File: src/rtl/psu_meascollect.sv
// Gathers per-physical-qubit measurement bits back into per-PCU result arrays by patch.
// Optional build macro PSU_MEASCOL_PARITY_EN adds a per-PCU XOR of the final result slice.
module psu_meascollect #(
    parameter int NUM_PCU    = 2,
    parameter int NUM_PCH    = 4,
    parameter int NUM_UC     = 4,
    parameter int NUM_QB     = 4,
    parameter int NUM_UCC    = 2,
    parameter int NUM_QBCTRL = 2,
    localparam int PCHADDR_BW = $clog2(NUM_PCH),
    localparam int UCADDR_BW  = $clog2(NUM_UC),
    localparam int QBADDR_BW  = $clog2(NUM_QB),
    localparam int NUM_PCUQB  = NUM_UC * NUM_QB,
    localparam int NUM_MASK   = NUM_PCU * NUM_PCUQB,
    localparam int NUM_PQ     = NUM_PCH * NUM_PCUQB
) (
    input  logic                             clk,
    input  logic                             rst,
    input  logic                             start,
    output logic                             start_ready,
    input  logic [NUM_PCU*PCHADDR_BW-1:0]    pchidx_list,
    input  logic [NUM_PCU-1:0]               pivalid_list,
    input  logic [NUM_MASK-1:0]              mask_array,
    output logic [NUM_UCC*UCADDR_BW-1:0]     uc_counter,
    output logic [NUM_QBCTRL*QBADDR_BW-1:0]  qb_counter,
    input  logic                             meas_in_valid,
    input  logic [NUM_PQ-1:0]                meas_ext_array,
    output logic [NUM_MASK-1:0]              meas_array,
    output logic                             out_valid,
    input  logic                             out_ready,
    output logic [NUM_PCU-1:0]               meas_parity
);

    localparam int UC_STEPS = NUM_UC / NUM_UCC;
    localparam int QB_STEPS = NUM_QB / NUM_QBCTRL;
    localparam int NUM_STEP = UC_STEPS * QB_STEPS;
    localparam int STEP_BW  = (NUM_STEP > 1) ? $clog2(NUM_STEP) : 1;
    localparam int UCSEL_BW = (UC_STEPS > 1) ? $clog2(UC_STEPS) : 1;
    localparam int QBSEL_BW = (QB_STEPS > 1) ? $clog2(QB_STEPS) : 1;
    localparam int MIDX_BW  = (NUM_MASK > 1) ? $clog2(NUM_MASK) : 1;
    localparam int PIDX_BW  = (NUM_PQ > 1) ? $clog2(NUM_PQ) : 1;

    typedef enum logic [1:0] {IDLE, COLLECT, DONE} state_t;

    state_t                               state_q, state_d;
    logic [STEP_BW-1:0]                   step_q, step_d;
    logic [UCSEL_BW-1:0]                  ucsel_q;
    logic [QBSEL_BW-1:0]                  qbsel_q;
    logic [NUM_PCU-1:0][PCHADDR_BW-1:0]   pch_q;
    logic [NUM_PCU-1:0]                   pivalid_q;
    logic [NUM_MASK-1:0]                  mask_q;
    logic [NUM_MASK-1:0]                  meas_q, meas_d;
    logic [MIDX_BW-1:0]                   widx;
    logic [PIDX_BW-1:0]                   ridx;

    always_ff @(posedge clk) begin
        if (rst) begin
            state_q   <= IDLE;
            step_q    <= '0;
            ucsel_q   <= '0;
            qbsel_q   <= '0;
            pch_q     <= '0;
            pivalid_q <= '0;
            mask_q    <= '0;
            meas_q    <= '0;
        end else begin
            state_q <= state_d;
            step_q  <= step_d;
            meas_q  <= meas_d;
            // Selects are registered from the next step so the counters hold for the whole step.
            ucsel_q <= UCSEL_BW'(int'(step_d) / QB_STEPS);
            qbsel_q <= QBSEL_BW'(int'(step_d) % QB_STEPS);
            if (state_q == IDLE && start) begin
                pch_q     <= pchidx_list;
                pivalid_q <= pivalid_list;
                mask_q    <= mask_array;
            end
        end
    end

    always_comb begin
        state_d = state_q;
        step_d  = step_q;
        meas_d  = meas_q;
        widx    = '0;
        ridx    = '0;
        case (state_q)
            IDLE: begin
                if (start) begin
                    state_d = COLLECT;
                    step_d  = '0;
                    meas_d  = '0;
                end
            end
            COLLECT: begin
                if (meas_in_valid) begin
                    for (int i = 0; i < NUM_PCU; i++) begin
                        for (int j = 0; j < NUM_UCC; j++) begin
                            for (int k = 0; k < NUM_QBCTRL; k++) begin
                                widx = MIDX_BW'(i * NUM_PCUQB
                                       + (int'(ucsel_q) * NUM_UCC + j) * NUM_QB
                                       + int'(qbsel_q) * NUM_QBCTRL + k);
                                ridx = PIDX_BW'(int'(pch_q[i]) * NUM_PCUQB
                                       + (int'(ucsel_q) * NUM_UCC + j) * NUM_QB
                                       + int'(qbsel_q) * NUM_QBCTRL + k);
                                meas_d[widx] = pivalid_q[i] & mask_q[widx] & meas_ext_array[ridx];
                            end
                        end
                    end
                    if (step_q == STEP_BW'(NUM_STEP - 1)) begin
                        state_d = DONE;
                        step_d  = '0;
                    end else begin
                        step_d = step_q + STEP_BW'(1);
                    end
                end
            end
            DONE: begin
                if (out_ready) state_d = IDLE;
            end
            default: state_d = IDLE;
        endcase
    end

    always_comb begin
        uc_counter = '0;
        qb_counter = '0;
        if (state_q == COLLECT) begin
            for (int j = 0; j < NUM_UCC; j++)
                uc_counter[j*UCADDR_BW +: UCADDR_BW] = UCADDR_BW'(int'(ucsel_q) * NUM_UCC + j);
            for (int k = 0; k < NUM_QBCTRL; k++)
                qb_counter[k*QBADDR_BW +: QBADDR_BW] = QBADDR_BW'(int'(qbsel_q) * NUM_QBCTRL + k);
        end
    end

    assign start_ready = (state_q == IDLE);
    assign out_valid   = (state_q == DONE);
    assign meas_array  = meas_q;

`ifdef PSU_MEASCOL_PARITY_EN
    logic [NUM_PCU-1:0] parity_q;

    // Parity is taken from the next-state array so the final beat is included.
    always_ff @(posedge clk) begin
        if (rst) begin
            parity_q <= '0;
        end else if (state_q == IDLE && start) begin
            parity_q <= '0;
        end else if (state_q == COLLECT && state_d == DONE) begin
            for (int i = 0; i < NUM_PCU; i++)
                parity_q[i] <= ^meas_d[i*NUM_PCUQB +: NUM_PCUQB];
        end
    end

    assign meas_parity = parity_q;
`else
    assign meas_parity = '0;
`endif

endmodule

File: config.mk
export PLATFORM = sky130hd
export DESIGN_NAME = psu_meascollect
export DESIGN_NICKNAME = d
export VERILOG_FILES = /design/src/rtl/psu_meascollect.sv
export SDC_FILE = /design/constraint.sdc
export NUM_CORES = 1
export LEC_CHECK = 0
export ABC_AREA = 1
export CAP_MARGIN = 20
export CORE_MARGIN = 1
export CORE_UTILIZATION = 40
export DETAILED_ROUTE_END_ITERATION = 10
export PLACE_DENSITY = 0.87
export SYNTH_ARGS = -nofsm -noshare
export SYNTH_HDL_FRONTEND = slang
export SYNTH_SLANG_ARGS = --single-unit
File: constraint.sdc
create_clock -name clk -period 1.4 [get_ports clk]
set_input_delay 0.14 -clock clk [delete_from_list [all_inputs] [get_ports clk]]
set_output_delay 0.14 -clock clk [all_outputs]
set_load 0.005 [all_outputs]
==> impl_metrics.py <==
metrics = {
    "worst_setup_path": {
        "slowest_delay_ns": 0.38,
        "worst_path_arrival_ns": 1.77,
        "worst-r2r-setup-slack_ns": -0.09,
        "max_stage_delay_cell_worst_path": "dfxtp_4",
        "timing.critical_path.fanout_max": 23,
        "rr_worst_depth": 8,
        "crit_path_end_kind": "flop",
        "critical_path.cell_chain": "buf_12, buf_8, nand2_2, o211ai_1, a21oi_2, buf_4, nand4_1, a21oi_1",
        "worst-setup-path-type": "flop to flop",
        "timing.critical_path.from_type": "flop",
        "worst-endpoint-required_ns": 1.68,
    },
    "power_and_ir_drop": {
        "share_comb_of_total_power_pct": 27.3,
        "switching_power_uw": 1500,
        "switching_share_pct": 30.36,
        "powerDensity_nw_per_um2": 794.8,
        "cellLeakagePower_uw": 0.002352,
        "cellInternalPower_uw": 3441,
        "clkPwrFrac_pct": 27.4,
        "vdd_drop_max_mv": 0.5342,
        "seqPwrFrac_pct": 45.4,
    },
    "detailed_routing": {
        "dr.pass1.iters": 5,
        "first_iter_violations": 267,
        "wirelength_um": 14490,
        "ant_nets_after_route": 0,
        "drc": 0,
        "post_drt_wl_per_cell_um": 16.87,
        "via_count": 4699,
        "avgViaCountPerCell": 5.470,
    },
    "synthesis": {
        "async_reset_ff_share_pct": 0,
        "post_synth.cell_area_avg_sq_um": 6.833,
        "synth.top_cells.by_area": "dfxtp_1, nand2_1, nand3_1",
        "yosys.area.top_type_share_pct": 38.17,
        "portion_of_the_post_synthesis_area_used_by_sequential_elements_pct": 38.17,
        "synthesis.instances": 568,
        "synthesis.area_sq_um": 3881,
        "largest_area_contributor_in_the_synthesized_netlist": "dfxtp_1",
        "synth-main-ff-cell": "dfxtp_1",
        "yosysWarnings": 0,
        "synth_edf_count": 0,
        "post_synth_num_cell_types": 26,
        "yosys_register_bits": 74,
    },
    "timing": {
        "hold_viol_final": 0,
        "fin_crit_ns": 1.487,
        "max_freq_mhz": 672.3,
        "post-route-worst-setup-slack_ns": -0.08739,
        "rsz0062_at_grt": "true",
        "final-setup-viol-count": 35,
        "min_period_over_period_pct": 106.2,
        "maxSlewViolCount": 0,
        "maximum_clock_skew_at_final_layout_ns": 0.007172,
    },
    "cts": {
        "cts.clk_slew.worst_paths_ns": 0.07,
        "cts_tree": "done",
        "cts.sinks": 74,
        "clk-insertion-delay-late_ns": 0.35,
        "cts_buf_count": 9,
        "cts-root-to-sink-buffers": 2,
        "root_buffer": "clkbuf_8",
        "cts-htree-levels": 3,
    },
    "placement": {
        "routabilityCongestion": 0.8779,
        "dpl.hpwl_um": 9691,
        "portBuffers": 146,
        "place_inst": 834,
        "dp_slack_ns": -0.1651,
    },
    "global_routing": {
        "global_route.overflow_total": 0,
        "grt_first_pass_wirelength_um": 21670,
        "vias_in_the_first_global_route": 4580,
        "grt_start_max_net_pins": 75,
        "initial_antenna_violation_count": 0,
        "global_route.usage.total_pct": 27.70,
    },
    "worst_hold_path": {
        "min-delay-path-class": "primary input to flop",
        "hold_path_depth": 3,
    },
    "outcome": {
        "run_status": "finished with violations",
        "failed_checks": "negative setup slack",
    },
    "final_layout": {
        "num-nets-final": 839,
        "antenna_cells_inserted": 0,
        "final_layout_size_suffix_gt1_share_pct": 18.08,
        "fin_cells": 859,
        "area.growth.synth_to_final_pct": 60.19,
    },
    "flow_run": {
        "cap_violations": 0,
    },
    "die": {
        "core-area_sq_um": 9328,
        "die_x_um": 100.5,
        "chipHeight_um": 100.5,
        "design.die.area_sq_um": 10100,
        "ios": 151,
        "std_cell_rows": 35,
        "start_util_pct": 41.61,
    },
}
worst max-delay path, delay by kind of cell (launching register included):
kind | cells | cell delay (ns)
AOI/OAI and AO/OA | 3 | 0.41
buffers and inverters | 3 | 0.45
DFF | 1 | 0.38
and+or+nand+nor | 2 | 0.15
metal layers:
layer | up-vias | track usage (%) | routed length (um)
met5 | - | 0 | 0
met4 | 0 | 13.60 | 516
met3 | 49 | 5.340 | 1367
met2 | 272 | 49.42 | 7065
met1 | 2138 | 31.62 | 5543
li1 | 2240 | - | -
path summary, 6_finish.rpt:
| kind | to | from |
|---|---|---|
| worst min-delay path | meas_array[23] | rst |
| worst max-delay path | meas_array[16] | step_q[0] |
| worst max register to register | meas_array[16] | step_q[0] |
| worst min register to register | meas_array[3] | meas_array[3] |
registers in the layout, summed over array words and instances (netlist names):
signal / count
pch_q: 4
step_q: 2
state_q: 2
pivalid_q: 2
mask_q: 32
meas_array: 32
Yosys cell counts (4+ instances only):
| cell type | n |
|---|---|
| buf_4 | 11 |
| inv_2 | 6 |
| clkbuf_1 | 16 |
| a21oi_1 | 62 |
| nand2_1 | 151 |
| nor2_1 | 43 |
| a211oi_1 | 21 |
| o21ai_0 | 6 |
| nand3_1 | 88 |
| nand4_1 | 32 |
| dfxtp_1 | 74 |
| ha_1 | 4 |
| inv_1 | 24 |
| buf_2 | 10 |
placed cells by master, fill, tap and decap left out, types with 3 or more instances in the layout:
cell type and count:
dfxtp_2 5, nand2_1 145, buf_16 3, buf_6 5
nand2_2 5, clkbuf_2 4, inv_4 5, clkbuf_8 9
a21oi_1 51, nand3_1 62, nand3_2 23, nor2_1 40
o211ai_1 3, inv_1 22, nand3_4 3, dfxtp_1 67
nand2_4 5, a211oi_1 21, o21ai_0 3, a21oi_2 11
buf_12 8, buf_4 21, nor2_4 4, clkdlybuf4s50_1 137
o21ai_1 3, inv_2 4, nand4_1 32, clkbuf_1 3
conb_1 4
stage by stage:
| stage | power, uW | hold WS (ns) | TNS [ns] | area [sq um] | util (%) |
|---|---|---|---|---|---|
| final | 4942 | 0.3010 | -1.351 | 6217 | 66.65 |
| after global routing | 5136 | 0.3035 | -4.047 | 6217 | 66.65 |
| after CTS | 4845 | 0.2729 | -0.9434 | 6050 | 64.86 |
| after detailed placement | 3405 | 0.4522 | -3.387 | 5602 | 60.05 |
| after global placement | 3381 | 0.4522 | -2.717 | 5602 | 60.05 |
| after floorplan | 2864 | 0.2829 | 0 | 3911 | - |
cell type report:
type	count	area, sq um
clock inverter	1	5.005
clock buffer	12	135.1
multi-input combinational	425	2351
inverter	33	136.4
sequential	74	1495
fill	787	3110
timing repair buffer	185	1933
tap	129	161.4
cells by family (layout without fill, tap and decap cells):
logic type / count (synthesis) / count (layout) / share of synthesized area (%)
AO/OA/AOI/OAI: 95 / 95 / 14.09
adder cells (fa/ha/maj): 4 / 4 / 1.290
buffers and inverters: 73 / 231 / 9.091
flip-flops: 74 / 74 / 38.17
other: 1 / 4 / 0.09662
AND/OR/NAND/NOR: 321 / 322 / 37.27
power groups by stage:
stage	Sequential (uW)	Combinational, uW	Clock [uW]
after floorplan	2270	596	0
after global placement	2280	1100	0
after detailed placement	2280	1120	0
after CTS	2240	1250	1350
after global routing	2250	1440	1440
final	2240	1350	1350
timing repair:
| action | in CTS | in global routing |
|---|---|---|
| gates resized for setup | 64 | 42 |
| pin swaps | 6 | 13 |
| hold buffers | 0 | 0 |
| gates cloned | 4 | 1 |
| endpoints found under the setup margin | 42 | 40 |
| setup buffers | 3 | 4 |
(Power assumes the default switching activity.)
==> edit 1: new RTL, same flow settings <==
`NUM_PCU`: 2 -> 4.
--- a/src/rtl/psu_meascollect.sv
+++ b/src/rtl/psu_meascollect.sv
@@ -2,5 +2,5 @@
 // Optional build macro PSU_MEASCOL_PARITY_EN adds a per-PCU XOR of the final result slice.
 module psu_meascollect #(
-    parameter int NUM_PCU    = 2,
+    parameter int NUM_PCU    = 4,
     parameter int NUM_PCH    = 4,
     parameter int NUM_UC     = 4,
Interface: changed (5 resized); port bits go from 151 to 223. No check against the original RTL was run, so the function may have changed too.
==> edit 1 against the unedited design <==
  * The flow still finishes with violations (setup timing)
  * Total power rose to 2.5 times the old value
  * Cell area increased by 110%
  * Wire length grew to 2.6 times the old value
  * Worst setup slack worse by 0.48 ns
  * Sequential cell count increased by 70
  * Core utilization increased by 8.2 points
  * Area after synthesis is 87% higher
  * Critical endpoint is now meas_array[62]$_SDFFE_PP0P_
  * Largest cell class unchanged
==> edit 1: results <==
metrics = {
    "status": {
        "failed_checks": "setup timing",
        "status": "complete, but fails checks",
    },
    "routing": {
        "vias": 9663,
        "wl_per_cell_um": 24.5,
        "dr.pass1.iters": 6,
        "wl_met1_um": 12400,
        "dr_wl_met2_um": 17200,
        "drtIter0Drc": 1576,
    },
    "place": {
        "gp_congestion": 0.942,
        "dp_slack_ns": -0.308,
        "port-buffer-count": 216,
        "post_dp_cell_area_um2": 9830,
        "hpwl_um": 18800,
    },
    "layout": {
        "drive_gt1_share_pct": 37.7,
        "fin_nets": 1453,
        "nFillCells": 1032,
    },
    "grt": {
        "grt_usage_pct": 33.4,
        "grt_pass1_wl_um": 46800,
        "grt_max_degree": 34,
        "grt_pass1_vias": 8677,
        "met3_usage_pct": 8.33,
        "met1_usage_pct": 38.6,
    },
    "worst_setup_path": {
        "cp_top_family": "simple AND/OR/NAND/NOR gates",
        "r2r-end": "meas_array[62]$_SDFFE_PP0P_",
        "rr_worst_depth": 9,
        "crit_arrival_ns": 2.30,
    },
    "clock_network": {
        "cts_buffers": 17,
        "clkLatencyLatePin_ns": 0.44,
        "htreeDepth": 4,
        "clockRootBuffer": "clkbuf_16",
    },
    "sta": {
        "report.final.setup_viol": 126,
        "fin_setup_tns_ns": -22.04,
        "setup_ws_ns": -0.564,
        "skew_ns": 0.00989,
    },
    "synthesis": {
        "ys_ff_latch": 144,
    },
}
==> edit 1: power by group <==
part	leakage (uW)	total [uW]	internal (uW)	switching [uW]
clock	0.000302	4860	2850	2010
sequential	0.00119	4380	4260	124
combinational	0.00372	3230	1390	1830
==> edit 1: through the flow <==
step                      utilization [%]  std cells
after global placement               56.2       1417
final                                74.8       1542
after global routing                 74.8       1542
after floorplan                         -        996
after CTS                            67.9       1506
after detailed placement             56.2       1417
==> edit 1: kinds of logic after synthesis <==
group                    Yosys count  synth area share [%]
flip-flops                       144                  39.8
adder cells (fa/ha/maj)            4                 0.691
AND/OR/NAND/NOR                  544                  34.7
other                              1                0.0518
AO/OA/AOI/OAI                    180                  14.8
buffers and inverters            118                  9.93
==> edit 1: layout make-up <==
| class | instances | area (um2) | area share (%) |
|---|---|---|---|
| multi-input combinational | 736 | 5050 | 38.6 |
| timing repair buffer | 357 | 3910 | 29.9 |
| sequential | 144 | 2940 | 22.4 |
| clock buffer | 19 | 433 | 3.31 |
| tap | 225 | 282 | 2.15 |
| inverter | 44 | 235 | 1.80 |
| clock inverter | 13 | 178 | 1.36 |
| timing repair inverter | 4 | 47.5 | 0.364 |
==> edit 1: worst min path at each step <==
stage | startpoint | endpoint | slack [ns] | cells after the start
2_1_floorplan | mask_array[63] | mask_q[63]$_SDFFE_PP0P_ | 0.28 | 2
3_3_place_gp | mask_q[53]$_SDFFE_PP0P_ | mask_q[53]$_SDFFE_PP0P_ | 0.45 | 2
3_5_place_dp | mask_q[50]$_SDFFE_PP0P_ | mask_q[50]$_SDFFE_PP0P_ | 0.45 | 2
4_1_cts | rst | mask_q[25]$_SDFFE_PP0P_ | 0.14 | 2
5_1_grt | rst | meas_array[58]$_SDFFE_PP0P_ | 0.18 | 2
6_report | rst | mask_q[14]$_SDFFE_PP0P_ | 0.17 | 2
==> edit 2: new RTL, same flow settings <==
Without the edit above. Register the output `uc_counter`, with the module's reset; this adds one clock of latency there. The other outputs are not delayed to match.
--- a/src/rtl/psu_meascollect.sv
+++ b/src/rtl/psu_meascollect.sv
@@ -42,4 +42,6 @@
 
     typedef enum logic [1:0] {IDLE, COLLECT, DONE} state_t;
+
+    logic [NUM_UCC*UCADDR_BW-1:0] uc_counter_d;
 
     state_t                               state_q, state_d;
@@ -124,9 +126,9 @@
 
     always_comb begin
-        uc_counter = '0;
+        uc_counter_d = '0;
         qb_counter = '0;
         if (state_q == COLLECT) begin
             for (int j = 0; j < NUM_UCC; j++)
-                uc_counter[j*UCADDR_BW +: UCADDR_BW] = UCADDR_BW'(int'(ucsel_q) * NUM_UCC + j);
+                uc_counter_d[j*UCADDR_BW +: UCADDR_BW] = UCADDR_BW'(int'(ucsel_q) * NUM_UCC + j);
             for (int k = 0; k < NUM_QBCTRL; k++)
                 qb_counter[k*QBADDR_BW +: QBADDR_BW] = QBADDR_BW'(int'(qbsel_q) * NUM_QBCTRL + k);
@@ -158,4 +160,12 @@
 `endif
 
+    always_ff @(posedge clk) begin
+        if (rst) begin
+            uc_counter <= '0;
+        end else begin
+            uc_counter <= uc_counter_d;
+        end
+    end
+
 endmodule
 
Formal check against the unedited RTL: not equivalent (Yosys sat finds a counterexample within 4 cycles, from zero or initial values and one cycle with rst high).
==> edit 2 against the unedited design <==
  * The run still ends with setup timing left
  * Total power grew 13%
  * Wire length decreased by 3.8%
  * Cell area grew 0.42%
  * Area after synthesis rose by 0.42%
  * Sequential power grew 4%
  * Sequential cell count increased by 2
  * Worst setup slack better by 0.0085 ns
  * Sequential share of layout area rose by 0.60 points
  * Die area increased by 0.41%
  * Critical endpoint is now meas_array[25]$_SDFFE_PP0P_
==> edit 2: results <==
metrics = {
    "sta": {
        "report.final.setup_viol": 29,
        "fin_setup_tns_ns": -0.827,
        "skew_ns": 0.00524,
        "setup_ws_ns": -0.0789,
    },
    "status": {
        "status": "complete, but fails checks",
        "failed_checks": "setup timing",
    },
    "routing": {
        "dr.pass1.iters": 5,
        "via_per_inst": 5.47,
        "drtIter0Drc": 258,
        "routed_wl_um": 13900,
        "wl_per_cell_um": 16.2,
    },
    "worst_setup_path": {
        "critPathMaxFanout": 12,
        "crit_slowest_cell": "dfxtp_4",
        "cp_top_family": "flip-flops",
        "rr_worst_depth": 7,
        "crit_arrival_ns": 1.77,
        "critPathMaxStageDelay_ns": 0.43,
    },
    "clock_network": {
        "htreeDepth": 3,
        "clockRootBuffer": "clkbuf_8",
        "cts_buffers": 9,
        "ctsLongestPathBuffers": 2,
        "clkLatencyLatePin_ns": 0.35,
        "clkTransAtPathRegs_ns": 0.07,
    },
    "synthesis": {
        "yosysUniqueCellTypes": 28,
        "avgSynthCellArea_um2": 6.85,
        "synth_top_flop_cell": "dfxtp_1",
        "yosys-top-cells-count": "nand2_1, nand3_1, dfxtp_1",
        "async_flop_share_pct": 0,
        "synth.area.top_cells": "dfxtp_1, nand2_1, nand3_1, a21oi_1, o21ai_0",
        "ys_warn_count": 0,
        "seq_area_frac_synth_pct": 39.0,
    },
    "min_path": {
        "whs_path_depth": 3,
        "hold_path_class": "in2reg",
    },
    "grt": {
        "grt_usage_pct": 26.5,
        "grt_pass1_wl_um": 20700,
        "antenna_found_initial": 0,
        "grt_max_degree": 39,
        "grt_pass1_vias": 4509,
    },
    "layout": {
        "drive_gt1_share_pct": 18.1,
        "num_antenna_cells": 0,
        "nFillCells": 746,
        "fin_nets": 836,
    },
    "power": {
        "p_leak_uw": 0.00244,
        "ir_drop_v": 0.000700,
    },
    "place": {
        "hpwl_um": 10000,
        "dp_cells": 837,
        "gp_congestion": 0.971,
        "port-buffer-count": 146,
        "post_dp_cell_area_um2": 5600,
    },
}
-- edit 2: cell types whose count changed in the layout (fill, tap and decap cells not counted), moves of 7 or more --
cell      delta
o21ai_0     +33
nand2_1     -26
nand3_2     +15
a211oi_1    -20
nand3_1     -13
nor2_1       +7
-- edit 2: worst register-to-register path, stage by stage (launching register included) --
cell and delay [ns]:
dfxtp_4 0.43, inv_6 0.08, clkbuf_16 0.17, nand2_1 0.08, nand3_2 0.08, a21oi_4 0.22
nand4_1 0.20, a21oi_2 0.16
-- edit 2: layout make-up --
| class | count | area (um2) | area share (%) |
|---|---|---|---|
| clock inverter | 3 | 67.6 | 1.08 |
| inverter | 33 | 136 | 2.18 |
| timing repair buffer | 181 | 1820 | 29.1 |
| clock buffer | 13 | 169 | 2.71 |
| sequential | 76 | 1540 | 24.6 |
| multi-input combinational | 424 | 2350 | 37.7 |
| tap | 129 | 161 | 2.59 |
-- edit 2: cell families after synthesis --
logic type,count (synthesis),share of synthesized area [%]
buffers and inverters,72,8.28
flip-flops,76,39.0
AND/OR/NAND/NOR,298,34.5
other,1,0.0962
adder cells (fa/ha/maj),4,1.28
AO/OA/AOI/OAI,118,16.8
-- edit 2: worst paths after layout --
path / end / slack (ns) / startpoint
setup / recovery: meas_array[25]$_SDFFE_PP0P_ / -0.08 / step_q[0]$_SDFFE_PP0P_
hold / removal: mask_q[4]$_SDFFE_PP0P_ / 0.41 / mask_array[4]
setup reg to reg: meas_array[25]$_SDFFE_PP0P_ / -0.08 / step_q[0]$_SDFFE_PP0P_
hold reg to reg: mask_q[19]$_SDFFE_PP0P_ / 0.46 / mask_q[19]$_SDFFE_PP0P_
-- edit 2: per-stage QoR --
stage	worst slack [ns]	utilization (%)	hold slack, ns
final	-0.0789	66.9	0.410
after global routing	-0.149	66.9	0.425
after CTS	-0.0440	64.5	0.398
after detailed placement	-0.109	60.1	0.445
after global placement	-0.0470	60.1	0.439
after floorplan	0.00300	-	0.307
-- edit 2: what timing repair did --
item | in CTS | in global routing
setup endpoints to repair | 38 | 62
endpoints found under the hold margin | 0 | 0
pin swaps | 10 | 4
cloned | 0 | 1
gates resized for setup | 48 | 53
buffers inserted | 2 | 4
-- edit 2: where the power goes --
part / total, uW / internal [uW] / switching (uW)
Sequential: 2320 / 2260 / 61.6
Clock: 1940 / 1150 / 789
Combinational: 1310 / 607 / 707
Total: 5570 / 4020 / 1560
-- edit 2: routing by layer --
metal	GRT usage, %	up-vias	wire (um)	part of all wire (%)
li1	-	2239	-	-
met1	29.0	2145	5190	37
met2	46.8	261	6960	50
met3	6.80	51	1330	9.5
met4	14.4	0	463	3.3
met5	0	-	0	0
